File: src/rtl/servant_irq_sched.sv
// Wishbone-slave external-interrupt scheduler for servant builds.
// Raises o_ext_irq a programmed number of cycles after arming, with optional
// periodic reload. The request clears on a write-1-to-clear or on mret.
// It also counts interrupts, flags overruns, and can record how long the
// CPU took to accept an interrupt.
// Ports:
//   wb_clk, wb_rst_n       clock, asynchronous active-low reset
//   i_wb_adr/dat/we/cyc/stb Wishbone slave request (word address 0..3)
//   o_wb_rdt, o_wb_ack     Wishbone read data / acknowledge
//   i_new_irq, i_mret      CPU accepted-interrupt and mret pulses
//   o_ext_irq              level interrupt request to the CPU
// Registers: 0 CTRL{MRET_CLR,RELOAD,EN}, 1 CMP, 2 STATUS{COUNT[15:8],OVR,PEND}, 3 LAT
// Optional macro SERVANT_IRQ_SCHED_LAT_EN: enables the acceptance-latency counter.
// Without it, LAT reads 0.
module servant_irq_sched #(
    parameter int unsigned CMP_RESET  = 3000,
    parameter bit          AUTO_START = 1'b0,
    parameter int unsigned CNT_SAT    = 255
) (
    input  logic        wb_clk,
    input  logic        wb_rst_n,
    input  logic [1:0]  i_wb_adr,
    input  logic [31:0] i_wb_dat,
    input  logic        i_wb_we,
    input  logic        i_wb_cyc,
    input  logic        i_wb_stb,
    output logic [31:0] o_wb_rdt,
    output logic        o_wb_ack,
    input  logic        i_new_irq,
    input  logic        i_mret,
    output logic        o_ext_irq
);

    localparam int unsigned DW = 32;
    localparam int unsigned CW = 8;
    localparam logic [DW-1:0] CMP_RST = DW'(CMP_RESET);
    localparam logic [DW-1:0] CNT_ARM = (CMP_RESET == 0) ? DW'(1) : DW'(CMP_RESET);
    localparam logic [DW-1:0] CNT_RST = AUTO_START ? CNT_ARM : '0;
    localparam logic [CW-1:0] SAT     = CW'(CNT_SAT);

    typedef enum logic {S_IDLE = 1'b0, S_RUN = 1'b1} state_t;
    localparam state_t RST_STATE = AUTO_START ? S_RUN : S_IDLE;

    state_t          r_state, w_state_nxt;
    logic [DW-1:0]   r_cnt, r_cmp, r_rdt;
    logic [CW-1:0]   r_count;
    logic            r_en, r_reload, r_mret_clr, r_pend, r_ovr, r_ack;

    logic            w_req, w_wr, w_ctrl_wr, w_cmp_wr, w_stat_wr;
    logic            w_dis, w_arm, w_run, w_expire, w_pend_clr, w_pend_nxt;
    logic [DW-1:0]   w_cmp_eff, w_arm_val, w_lat_val, w_rd_mux;

    // Bus decode: new request when idle; writes commit at the end of the ack cycle.
    always_comb begin
        w_req     = i_wb_cyc & i_wb_stb & ~r_ack;
        w_wr      = r_ack & i_wb_cyc & i_wb_stb & i_wb_we;
        w_ctrl_wr = w_wr && (i_wb_adr == 2'd0);
        w_cmp_wr  = w_wr && (i_wb_adr == 2'd1);
        w_stat_wr = w_wr && (i_wb_adr == 2'd2);
        w_dis     = w_ctrl_wr && !i_wb_dat[0];
        // Arm on CMP write with EN set (also re-arms in RUN), or on EN 0->1.
        w_arm     = (w_cmp_wr && r_en) || (w_ctrl_wr && i_wb_dat[0] && !r_en);
        // A programmed delay of 0 behaves as 1.
        w_cmp_eff = (r_cmp == '0) ? DW'(1) : r_cmp;
        w_arm_val = w_cmp_wr ? ((i_wb_dat == '0) ? DW'(1) : i_wb_dat) : w_cmp_eff;
    end

    // FSM state register
    always_ff @(posedge wb_clk or negedge wb_rst_n) begin
        if (!wb_rst_n) r_state <= RST_STATE;
        else           r_state <= w_state_nxt;
    end

    // FSM next state
    always_comb begin
        w_state_nxt = r_state;
        case (r_state)
            S_IDLE: if (w_arm) w_state_nxt = S_RUN;
            S_RUN: begin
                if (w_dis)                      w_state_nxt = S_IDLE;
                else if (w_arm)                 w_state_nxt = S_RUN;
                else if (w_expire && !r_reload) w_state_nxt = S_IDLE;
            end
            default: w_state_nxt = S_IDLE;
        endcase
    end

    // FSM outputs: expiry on the cnt==1 cycle unless EN is being cleared.
    always_comb begin
        w_run    = (r_state == S_RUN);
        w_expire = w_run && (r_cnt == DW'(1)) && !w_dis;
    end

    // Pending flag: disable beats everything, expiry beats a same-cycle clear.
    always_comb begin
        w_pend_clr = (w_stat_wr && i_wb_dat[0]) || (i_mret && r_mret_clr && r_pend);
        w_pend_nxt = r_pend;
        if (w_dis)           w_pend_nxt = 1'b0;
        else if (w_expire)   w_pend_nxt = 1'b1;
        else if (w_pend_clr) w_pend_nxt = 1'b0;
    end

    // Control, countdown and status registers
    always_ff @(posedge wb_clk or negedge wb_rst_n) begin
        if (!wb_rst_n) begin
            r_en       <= AUTO_START;
            r_reload   <= 1'b0;
            r_mret_clr <= 1'b0;
            r_cmp      <= CMP_RST;
            r_cnt      <= CNT_RST;
            r_pend     <= 1'b0;
            r_ovr      <= 1'b0;
            r_count    <= '0;
        end else begin
            if (w_ctrl_wr) begin
                r_en       <= i_wb_dat[0];
                r_reload   <= i_wb_dat[1];
                r_mret_clr <= i_wb_dat[2];
            end
            if (w_cmp_wr) r_cmp <= i_wb_dat;

            if (w_arm)                 r_cnt <= w_arm_val;
            else if (w_expire)         r_cnt <= r_reload ? w_cmp_eff : '0;
            else if (w_run && !w_dis)  r_cnt <= r_cnt - DW'(1);

            r_pend <= w_pend_nxt;

            if (w_expire && r_pend && !w_pend_clr)  r_ovr <= 1'b1;
            else if (w_stat_wr && i_wb_dat[1])      r_ovr <= 1'b0;

            if (w_stat_wr)
                r_count <= (w_expire && !r_pend) ? CW'(1) : '0;
            else if (w_expire && !r_pend && (r_count != SAT))
                r_count <= r_count + CW'(1);
        end
    end

`ifdef SERVANT_IRQ_SCHED_LAT_EN
    logic [DW-1:0] r_lat, r_lat_cnt, w_lat_inc;
    logic          r_lat_done;

    assign w_lat_inc = (&r_lat_cnt) ? r_lat_cnt : r_lat_cnt + DW'(1);

    // Latency: restart on PEND rise, capture on the first acceptance only.
    always_ff @(posedge wb_clk or negedge wb_rst_n) begin
        if (!wb_rst_n) begin
            r_lat      <= '0;
            r_lat_cnt  <= '0;
            r_lat_done <= 1'b0;
        end else if (w_pend_nxt && !r_pend) begin
            r_lat_cnt  <= '0;
            r_lat_done <= 1'b0;
        end else if (r_pend && !r_lat_done) begin
            if (i_new_irq) begin
                r_lat      <= w_lat_inc;
                r_lat_done <= 1'b1;
            end else begin
                r_lat_cnt  <= w_lat_inc;
            end
        end
    end

    assign w_lat_val = r_lat;
`else
    logic w_unused_new_irq;
    assign w_unused_new_irq = i_new_irq;
    assign w_lat_val        = '0;
`endif

    // Read mux
    always_comb begin
        w_rd_mux = '0;
        case (i_wb_adr)
            2'd0: w_rd_mux = {29'b0, r_mret_clr, r_reload, r_en};
            2'd1: w_rd_mux = r_cmp;
            2'd2: w_rd_mux = {16'b0, r_count, 6'b0, r_ovr, r_pend};
            2'd3: w_rd_mux = w_lat_val;
            default: w_rd_mux = '0;
        endcase
    end

    // Single-cycle ack; read data captured with it and held afterwards.
    always_ff @(posedge wb_clk or negedge wb_rst_n) begin
        if (!wb_rst_n) begin
            r_ack <= 1'b0;
            r_rdt <= '0;
        end else begin
            r_ack <= w_req;
            if (w_req) r_rdt <= w_rd_mux;
        end
    end

    assign o_wb_ack  = r_ack;
    assign o_wb_rdt  = r_rdt;
    assign o_ext_irq = r_pend;

endmodule
File: config.mk
export PLATFORM = sky130hd
export DESIGN_NAME = servant_irq_sched
export DESIGN_NICKNAME = d
export VERILOG_FILES = /design/src/rtl/servant_irq_sched.sv
export SDC_FILE = /design/constraint.sdc
export NUM_CORES = 1
export LEC_CHECK = 0
export CAP_MARGIN = 20
export CORE_ASPECT_RATIO = 1.1
export CORE_UTILIZATION = 35
export DETAILED_ROUTE_END_ITERATION = 8
export GPL_ROUTABILITY_DRIVEN = 0
export PLACE_DENSITY = 0.63
export SYNTH_ARGS = -nofsm -noshare
export SYNTH_HDL_FRONTEND = slang
export SYNTH_SLANG_ARGS = --single-unit
File: constraint.sdc
create_clock -name wb_clk -period 8.8 [get_ports wb_clk]
set_input_delay 1.76 -clock wb_clk [delete_from_list [all_inputs] [get_ports wb_clk]]
set_output_delay 1.76 -clock wb_clk [all_outputs]
set_load 0.01 [all_outputs]
== After elaboration in Yosys (flattened, before gate mapping) ==
Cells that the tools add are included.
Widths: inputs -> output; s select.
Operators by class
  bitwise gates (word level): 7
  add/sub/neg operators: 2
  muxes and demuxes: 21
  equal/unequal tests: 5
  reductions and logical operators: 34
Operators with widths (number)
  $mux 32: 7
  $pmux 32 s4: 1
  $logic_not 32->1: 2
  $eq 32x1->1 const B: 1
  $sub 32x1->32 const B: 1
  $logic_and 1x1->1: 19
  $mux 8: 2
  $mux 1: 10
  $add 8x1->8 const B: 1
  $ne 8x8->1 const B: 1
  $logic_not 1->1: 6
  $reduce_bool 3->1: 2
  $and 1x1->1: 5
  $eq 2x2->1 const B: 2
  $reduce_bool 2->1: 2
  $eq 2x1->1 const B: 1
  $logic_not 2->1: 1
  $logic_or 1x1->1: 2
  $not 1->1: 2
  $pmux 1 s2: 1
Storage, ports and cells
  output and inout port bits: 34
  word-level logic and storage cells: 80
  register bits after elaboration: 111

== Depth between registers and ports, before layout ==
Gate-level depths: netlist of the first run.
  word-level depth: 12
  depth in mapped cells: 9
  mapped depth without buffers: 8

== Worst setup path before layout of the first run ==
No wires, ideal clock.
  path kind: input to register
  start point: input i_wb_adr[1]
  end point: register r_cnt[17]
  cell stages on the path: 8
  library setup time: 0.131 ns
  data arrival time: 3.418 ns
  setup slack: 5.251 ns
  path through: clkbuf_1 > nor2b_1 > and2_1 > clkbuf_1 > buf_1 > mux2_2 > a222oi_1 > nand2_1
On the way
  word-level cells in the longest chain between the ends: 7
RTL lines
  start, declared: RTL line 22  | input logic [1:0] i_wb_adr,
  $logic_not 2->1: RTL line 57  | w_ctrl_wr = w_wr && (i_wb_adr == 2'd0);
  $logic_and 1x1->1: RTL line 57
  $logic_and 1x1->1: RTL line 60  | w_dis = w_ctrl_wr && !i_wb_dat[0];
  $logic_not 1->1: RTL line 91, 124
  $logic_and 1x1->1: RTL line 91  | w_expire = w_run && (r_cnt == DW'(1)) && !w_dis;
  $mux 32: RTL line 123  | else if (w_expire) r_cnt <= r_reload ? w_cmp_eff : '0;
  $mux 32: RTL line 122  | if (w_arm) r_cnt <= w_arm_val;
  end signal, assigned: RTL line 122
  end signal, assigned: RTL line 123
  end signal, assigned: RTL line 124  | else if (w_run && !w_dis) r_cnt <= r_cnt - DW'(1);
  end, declared: RTL line 45  | logic [DW-1:0] r_cnt, r_cmp, r_rdt;
Several ways; a longest one is shown, not always the timed one.
A chain may end at the register's enable or synchronous reset.

== Worst setup path in the final report of the first run ==
  start point: input i_wb_dat[0]
  end point: register r_cnt[15]
On the way
  word-level cells in the longest chain between the ends: 6
RTL lines
  start, declared: RTL line 23  | input logic [31:0] i_wb_dat,
  parallel branches: the longest is 6 deep, another holds $logic_not 32->1
Parallel ways; which one is timed is not known.

==> metrics.cfg, run 1 <==
[clock_tree]
cts_tree=built
clock_latency_ns=0.35
htreeDepth=3
root_buffer=clkbuf_16
clock-sinks=111
ctsResizeCount=0
clk_pin_slew_ns=0.07
holdBufCountCts=0
cts_buffers=9
clockBufferDepth=2
post_cts_buffers=0

[power]
total_power_mw=1.49
p_sw_mw=0.465
p_clk_share_pct=31.3
ir_drop_mv=0.120
p_leak_nw=2.75
p_comb_share_pct=21.4
power_density_nw_per_um2=214
seq_power_share_pct=47.3
swShare_pct=31.1
power.internal_mw=1.03

[sta]
min_period_over_period_pct=55.1
slew_headroom_pct=24.8
rsz0062_at_grt=no
period_needed_ns=4.85
max_freq_mhz=206
setup_tns_ns=0
setup_violations=0
tightest_slew_ns=1.12
hold_viol_final=0
finalClockSkew_ns=0.00748
slew_violations=0

[critical_path]
crit_required_ns=9.03
rr_worst_depth=6
crit_arrival_ns=5.08
r2r_end=r_cnt[15]
timing.rr.start=r_cnt[6]
crit_path_end_kind=flip-flop
worst_setup_path_start_kind=input port
ff2ff_setup_slack_ns=4.59
cp_max_fo=26
crit_type=input port to flip-flop

[hold_path]
holdPathEnd=o_wb_rdt[9]
worstHoldPathCells=2
hp-class=flip-flop to flip-flop
hold_start=o_wb_rdt[9]

[die]
ios=75
die_h_um=136
core-area_um2=15900
die_w_um=124
start_util_pct=36.2
die_area_um2=16900
num_rows=48

[logic_synthesis]
synth_cell_types=52
syn_inst=596
yosysSeqAreaShare_pct=48.6
avgSynthCellArea_um2=9.62
synth_edf_count=0
synth_nets=640
synth_warnings=0
synth_ff_type=dfrtp_1
yosysMostFrequentCell=dfrtp_1
synth_largest_area_cell=dfrtp_1
synth_common_cells=104 x dfrtp_1, 89 x nand2_1, 38 x o21ai_0
synth_area_leaders=dfrtp_1 45%, mux2_2 6.7%, nand2_1 5.8%
yosysTopAreaCellShare_pct=45.4
synth_area_um2=5730
async_flop_share_pct=100
synth-seq-cells=111

[detailed_routing]
drc=0
dr.pass1.iters=5
wl_per_cell_um=19.9
routed_via_density=5.88
wl_um=17000
drt_iter0_markers=506
num_vias=5023
final_antenna_net_count=0

[global_route]
antenna_found_initial=0
grt_max_degree=81
grt_pass1_vias=4987
grt.total_usage_pct=21.1
grt_pass1_wl_um=26900
grt.overflow.total=0

[placement]
numPortBuffers=73
hpwl_um=12000

[cells_and_area]
fin_nets=693
antennaDiodeCount=0
drive_gt1_share_pct=11.0
syn_to_final_growth_pct=21.9
n_fill_cell=1511
multi_input_area_um2=2770
regArea_um2=2790

[job]
max-cap-violations=0

[status]
outcome=finished clean

cells in the final DEF (no fill, tap or decap), types with 7 or more instances in the layout:
| cell type | netlist | final |
|---|---|---|
| a21oi_1 | 12 | 12 |
| a221oi_1 | 12 | 12 |
| a22oi_1 | 13 | 13 |
| a31oi_1 | 12 | 12 |
| and3_1 | 7 | 7 |
| buf_4 | 0 | 7 |
| clkbuf_16 | 0 | 9 |
| clkdlybuf4s50_1 | 0 | 72 |
| dfrtp_1 | 104 | 104 |
| dfstp_2 | 7 | 7 |
| mux2_2 | 34 | 34 |
| nand2_1 | 89 | 89 |
| nand3_1 | 18 | 18 |
| nand4_1 | 10 | 10 |
| nor2_1 | 36 | 36 |
| nor3_1 | 18 | 18 |
| nor4_1 | 26 | 26 |
| o211ai_1 | 9 | 9 |
| o21ai_0 | 38 | 38 |
| o22ai_1 | 22 | 22 |
| xnor2_1 | 9 | 9 |
| xor2_1 | 23 | 23 |
through the flow:
stage          utilization, %  worst slack, ns  instances  hold WS [ns]  cell area, µm²
2_1_floorplan               -             5.25        596         0.437            5730
3_3_place_gp             41.6             3.74        835         0.461            6600
3_5_place_dp             41.6             3.72        835         0.467            6600
4_1_cts                  43.7             4.06        851         0.484            6940
5_1_grt                  44.1             3.75        854         0.508            6990
6_report                 44.1             3.95        854         0.478            6990
worst max-delay path by stage:
stage,cells after the start,end,slack [ns],start
floorplan,8,r_cnt[17],5.25,i_wb_adr[1]
global placement,6,r_cnt[15],3.74,i_wb_dat[0]
detailed placement,6,r_cnt[15],3.72,i_wb_dat[0]
CTS,6,r_cnt[15],4.06,i_wb_dat[0]
global route,6,r_cnt[15],3.75,i_wb_adr[0]
finish,6,r_cnt[15],3.95,i_wb_dat[0]
cell families (layout without fill, tap and decap cells):
kind of cell | count (synthesis) | after routing | share of synthesized area (%)
xor gates and xnor gates | 32 | 32 | 4.89
DFF | 111 | 111 | 48.6
and+or+nand+nor | 236 | 236 | 20.5
AOI/OAI and AO/OA | 130 | 130 | 14.7
buffers and inverters | 45 | 103 | 3.14
muxes | 39 | 39 | 7.55
adders and majority gates | 3 | 3 | 0.655
layer usage:
layer / share of wire [%] / routed length (µm) / GRT usage, %
met1: 45 / 7550 / 28.8
met2: 46 / 7830 / 32.1
met3: 6.0 / 1020 / 2.77
met4: 3.3 / 556 / 11.6
met5: 0 / 0 / 0
critical path: stages:
cell	delay, ns
clkdlybuf4s50_1	0.61
nor4_1	0.81
nor2_1	0.43
nand2_1	0.89
o211ai_1	0.18
a221o_1	0.37
power groups by stage:
stage	logic (mW)	registers [mW]	clock network, mW
3_5_place_dp	0.313	0.712	0
5_1_grt	0.355	0.717	0.492
6_report	0.320	0.708	0.467
2_1_floorplan	0.217	0.675	0
3_3_place_gp	0.301	0.708	0
4_1_cts	0.316	0.703	0.471
cell type report:
type | instances | share of cell area [%]
sequential | 111 | 39.9
clock inverter | 5 | 1.52
timing repair buffer | 82 | 11.8
tap | 200 | 3.58
multi-input combinational | 440 | 39.6
clock buffer | 11 | 3.33
inverter | 5 | 0.269
registers in the layout, indices dropped and copies added, names as in the netlist:
| signal | count |
|---|---|
| r_ovr | 1 |
| r_reload | 1 |
| o_wb_ack | 1 |
| o_wb_rdt | 32 |
| r_state | 1 |
| r_mret_clr | 1 |
| r_en | 1 |
| r_count | 8 |
| r_cmp | 32 |
| r_cnt | 32 |
| o_ext_irq | 1 |
Note: power is estimated with default switching activity, not from simulation.
==> run 2: changes to the inputs <==
==> constraint.sdc (replaced) <==
create_clock -name wb_clk -period 4.8 [get_ports wb_clk]
set_input_delay 0.96 -clock wb_clk [delete_from_list [all_inputs] [get_ports wb_clk]]
set_output_delay 0.96 -clock wb_clk [all_outputs]
set_load 0.01 [all_outputs]
==> run 2 against run 1 <==
Flip-flop and latch count unchanged; critical path type is now flip-flop to flip-flop; sequential share of layout area decreased by 0.32 points; clock skew decreased by 0.00080 ns; largest power group unchanged; largest cell class unchanged; clock power increased by 94%; power increased by 87%.
==> metrics.cfg, run 2 (synthesized netlist as in run 1, its figures left out) <==
[critical_path]
cp.depth=7
cpPeakStageDelay_ns=0.71
crit_path_end_kind=flip-flop
crit_required_ns=5.07
crit_arrival_ns=3.83
path_common_cell=or4_1
crit_type=flip-flop to flip-flop
critPathBufInv=1
rr_worst_depth=7
cp_max_fo=9
crit_chain=or4_4 > or4_1 > or4_1 > nor2_1 > buf_4 > a31oi_1 > o211ai_1
crit_path_top_delay_cell=or4_1
crit_family=simple AND/OR/NAND/NOR gates
worst_setup_path_start_kind=flip-flop

[power]
total_power_mw=2.79
p_leak_nw=2.79
power_density_nw_per_um2=396
ir_drop_mv=0.192

[hold_path]
hp-class=flip-flop to flip-flop
worstHoldPathCells=2

[cells_and_area]
fin_nets=699
antennaDiodeCount=0
n_fill_cell=1549
fin_cells=860
final_cell_mix=104 x dfrtp_1, 89 x nand2_1, 72 x clkdlybuf4s50_1
finish.utilization_pct=44.4
final_common_cell=dfrtp_1
drive_gt1_share_pct=12.0
syn_to_final_growth_pct=22.9

[clock_tree]
cts_buffers=9
clock_latency_ns=0.36
htreeDepth=3
clk_pin_slew_ns=0.07
post_cts_buffers=0
holdBufCountCts=0
cts_tree=built
clock-sinks=111
root_buffer=clkbuf_16
ctsResizeCount=0
clockBufferDepth=2

[sta]
setup_tns_ns=0
period_needed_ns=3.56
tightest_slew_ns=1.07
hold_viol_final=0
slew_violations=0
finalClockSkew_ns=0.00669
slew_headroom_pct=28.8
setup_violations=0
min_period_over_period_pct=74.1
rsz0062_at_grt=no
max_freq_mhz=281

[detailed_routing]
wl_per_cell_um=19.6
routed_via_density=5.85
wl_um=16800
num_vias=5033
drt_iter0_markers=444
dr.pass1.iters=5
final_antenna_net_count=0
drc=0

[placement]
numPortBuffers=73
dpl.cell_count=843
hpwl_um=12000

[die]
die_area_um2=16900
core-area_um2=15900
die_w_um=124
num_rows=48
start_util_pct=36.2
ios=75
die_h_um=136

[global_route]
grt_pass1_wl_um=26900
grt_max_degree=78
grt.overflow.total=0
antenna_found_initial=0
grt_pass1_vias=5006
grt.total_usage_pct=21.1

[status]
outcome=finished clean

[job]
max-cap-violations=0

-- run 2: cell types whose count changed in the layout (fill, tap and decap cells not counted), sizes merged --
cell    change
clkbuf      -1
bufinv      +1
buf         +6
-- run 2: stage by stage --
step	cell area (µm²)	setup slack, ns	hold slack (ns)
after floorplan	5730	1.82	0.437
after global placement	6660	0.964	0.460
after detailed placement	6660	0.979	0.470
after CTS	7020	1.30	0.486
after global routing	7050	1.10	0.508
final	7050	1.24	0.479
-- run 2: worst paths after layout --
kind                              start            to  slack, ns
hold / removal             o_wb_rdt[16]  o_wb_rdt[16]       0.48
setup reg to reg              r_cnt[22]      r_cnt[0]       1.24
min in group asynchronous      wb_rst_n     r_cmp[13]       0.51
max in group asynchronous      wb_rst_n     r_cmp[30]       3.48
hold reg to reg            o_wb_rdt[16]  o_wb_rdt[16]       0.48
setup / recovery              r_cnt[22]      r_cnt[0]       1.24
-- run 2: worst min-delay path: cells and delay by family (launching register included) --
family | cells | cell delay, ns
DFF | 1 | 0.34
and+or+nand+nor | 1 | 0.04
AOI/OAI and AO/OA | 1 | 0.06
-- run 2: final cells by class --
cell class	instances	area [µm²]	share of cell area, %
Clock buffer	10	229	3.25
Clock inverter	6	133	1.88
Inverter	5	18.8	0.266
Multi-Input combinational cell	440	2770	39.3
Sequential cell	111	2790	39.5
Tap cell	200	250	3.55
Timing Repair Buffer	88	861	12.2
-- run 2: power breakdown --
part,leakage (nW),internal [mW],total [mW],switching (mW)
registers,1.40,1.09,1.30,0.209
logic,1.22,0.289,0.585,0.295
clock network,0.173,0.562,0.907,0.345
total,2.79,1.94,2.79,0.849
-- run 2: layer usage --
layer / vias up / part of all wire (%) / global-route usage [%] / wire length (µm)
met3: 35 / 5.8 / 3.31 / 983
met5: - / 0 / 0 / 0
met2: 233 / 47 / 32.9 / 7870
met1: 2458 / 44 / 28.6 / 7440
li1: 2307 / - / - / -
met4: 0 / 3.2 / 9.72 / 539
==> run 3: changes to the inputs <==
--- a/config.mk
+++ b/config.mk
@@ -10,7 +10,7 @@
 export CORE_UTILIZATION = 35
 export DETAILED_ROUTE_END_ITERATION = 8
 export GPL_ROUTABILITY_DRIVEN = 0
-export PLACE_DENSITY = 0.63
+export PLACE_DENSITY = 0.65
 export SYNTH_ARGS = -nofsm -noshare
 export SYNTH_HDL_FRONTEND = slang
 export SYNTH_SLANG_ARGS = --single-unit
==> constraint.sdc (replaced) <==
create_clock -name wb_clk -period 2.9 [get_ports wb_clk]
set_input_delay 0.58 -clock wb_clk [delete_from_list [all_inputs] [get_ports wb_clk]]
set_output_delay 0.58 -clock wb_clk [all_outputs]
set_load 0.01 [all_outputs]
==> run 3 against run 2 <==
Register-to-register slack got worse by 1.1 ns; die area unchanged; clock power increased by 39%; cell count increased by 3.0%; critical path depth increased by 2; fmax increased by 27%; first-iteration DRC count increased by 19%; non-clock buffer count increased by 26; via count increased by 3.1%.
==> metrics.cfg, run 3 (synthesized netlist as in run 1, its figures left out) <==
[status]
outcome=finished clean

[critical_path]
crit_required_ns=3.13
worst_setup_path_start_kind=flip-flop
timing.rr.start=r_cnt[6]
crit_arrival_ns=3.02
crit_type=flip-flop to flip-flop
cp_max_fo=11
ff2ff_setup_slack_ns=0.11
crit_path_end_kind=flip-flop
r2r_end=r_cnt[17]
rr_worst_depth=9

[clock_tree]
clock_latency_ns=0.35
cts_tree=built
clockBufferDepth=2
clk_pin_slew_ns=0.07
htreeDepth=3
cts_buffers=9
holdBufCountCts=0
ctsResizeCount=0
clock-sinks=111
root_buffer=clkbuf_16
post_cts_buffers=0

[power]
power_density_nw_per_um2=617
p_leak_nw=2.90
ir_drop_mv=0.328

[sta]
hold_viol_final=0
min_period_over_period_pct=96.3
finalClockSkew_ns=0.00850
period_needed_ns=2.79
tightest_slew_ns=0.790
slew_violations=0
rsz0062_at_grt=no
slew_headroom_pct=47.3
setup_violations=0
setup_tns_ns=0
holdWs_ns=0.256
max_freq_mhz=358

[die]
ios=75
num_rows=48
die_h_um=136
start_util_pct=36.2
die_area_um2=16900
core-area_um2=15900
die_w_um=124

[detailed_routing]
final_antenna_net_count=0
routed_via_density=5.86
dr.pass1.iters=5
num_vias=5188
drt_iter0_markers=529
wl_um=17200
drc=0
wl_per_cell_um=19.4

[placement]
hpwl_um=12600
detailed_place.area_um2=6920
numPortBuffers=73
dpl.cell_count=870

[global_route]
grt_pass1_vias=5200
grt_pass1_wl_um=27600
grt.total_usage_pct=21.6
grt_max_degree=48
antenna_found_initial=0
grt.overflow.total=0

[cells_and_area]
final_common_cell=dfrtp_1
drive_gt1_share_pct=15.6
n_fill_cell=1496
postLayoutCellArea_um2=7230
antennaDiodeCount=0
fin_cells=886
syn_to_final_growth_pct=26.1
fin_nets=725
final_cell_mix=104 x dfrtp_1, 89 x nand2_1, 72 x clkdlybuf4s50_1

[hold_path]
hp-class=input port to asynchronous set/reset pin

[job]
max-cap-violations=0

[run 3: changes by cell type in the layout (fill, tap and decap cells not counted)]
cell | before | now
inv_6 | 0 | 2
buf_16 | 1 | 0
or4_4 | 1 | 2
buf_12 | 0 | 5
nor4_1 | 26 | 25
or4_1 | 3 | 2
nor4_2 | 0 | 1
clkinv_4 | 0 | 1
bufinv_16 | 4 | 1
buf_4 | 15 | 37
[run 3: area by class of cell]
type | instances | area (µm²) | area share (%)
clock buffer | 10 | 229 | 3.17
clock inverter | 6 | 68.8 | 0.952
inverter | 5 | 18.8 | 0.260
multi-input combinational | 440 | 2780 | 38.4
sequential | 111 | 2790 | 38.5
tap | 200 | 250 | 3.46
timing repair buffer | 114 | 1100 | 15.2
[run 3: worst max path at each step]
stage,slack (ns),depth (start not counted),endpoint,startpoint
floorplan,0.05,9,r_cnt[27],r_cnt[22]
global placement,0.07,5,r_ovr,r_cnt[22]
detailed placement,0.005,8,r_cnt[17],r_cnt[22]
CTS,0.003,8,r_cnt[17],r_cnt[22]
global route,0.03,7,r_cnt[7],r_cnt[22]
finish,0.11,9,r_cnt[17],r_cnt[6]
[run 3: worst max-delay path, stage by stage (launching register included)]
cell      delay (ns)
dfrtp_1         0.43
nor4_1          0.52
nand3_1         0.21
buf_4           0.24
nor4_2          0.35
buf_4           0.17
buf_4           0.18
a21oi_1         0.14
a222oi_1        0.35
nand2_1         0.08
[run 3: power by group]
group          switching [mW]  internal (mW)  total, mW
clock                   0.581          0.677       1.26
sequential              0.329           1.80       2.13
combinational           0.531          0.539       1.07
[run 3: metal layers]
metal	vias to the layer above	wire, µm	track usage (%)
met1	2551	7500	28.7
met3	41	1070	3.40
met4	0	663	11.1
met2	229	7930	33.7
li1	2367	-	-
met5	-	0	0
[run 3: stage by stage]
| stage | worst slack [ns] | utilization, % | total power [mW] |
|---|---|---|---|
| after floorplan | 0.0509 | - | 2.71 |
| after global placement | 0.0711 | 43.7 | 3.15 |
| after detailed placement | 0.00503 | 43.7 | 3.20 |
| after CTS | 0.00263 | 45.5 | 4.46 |
| after global routing | 0.0286 | 45.6 | 4.68 |
| final | 0.107 | 45.6 | 4.46 |
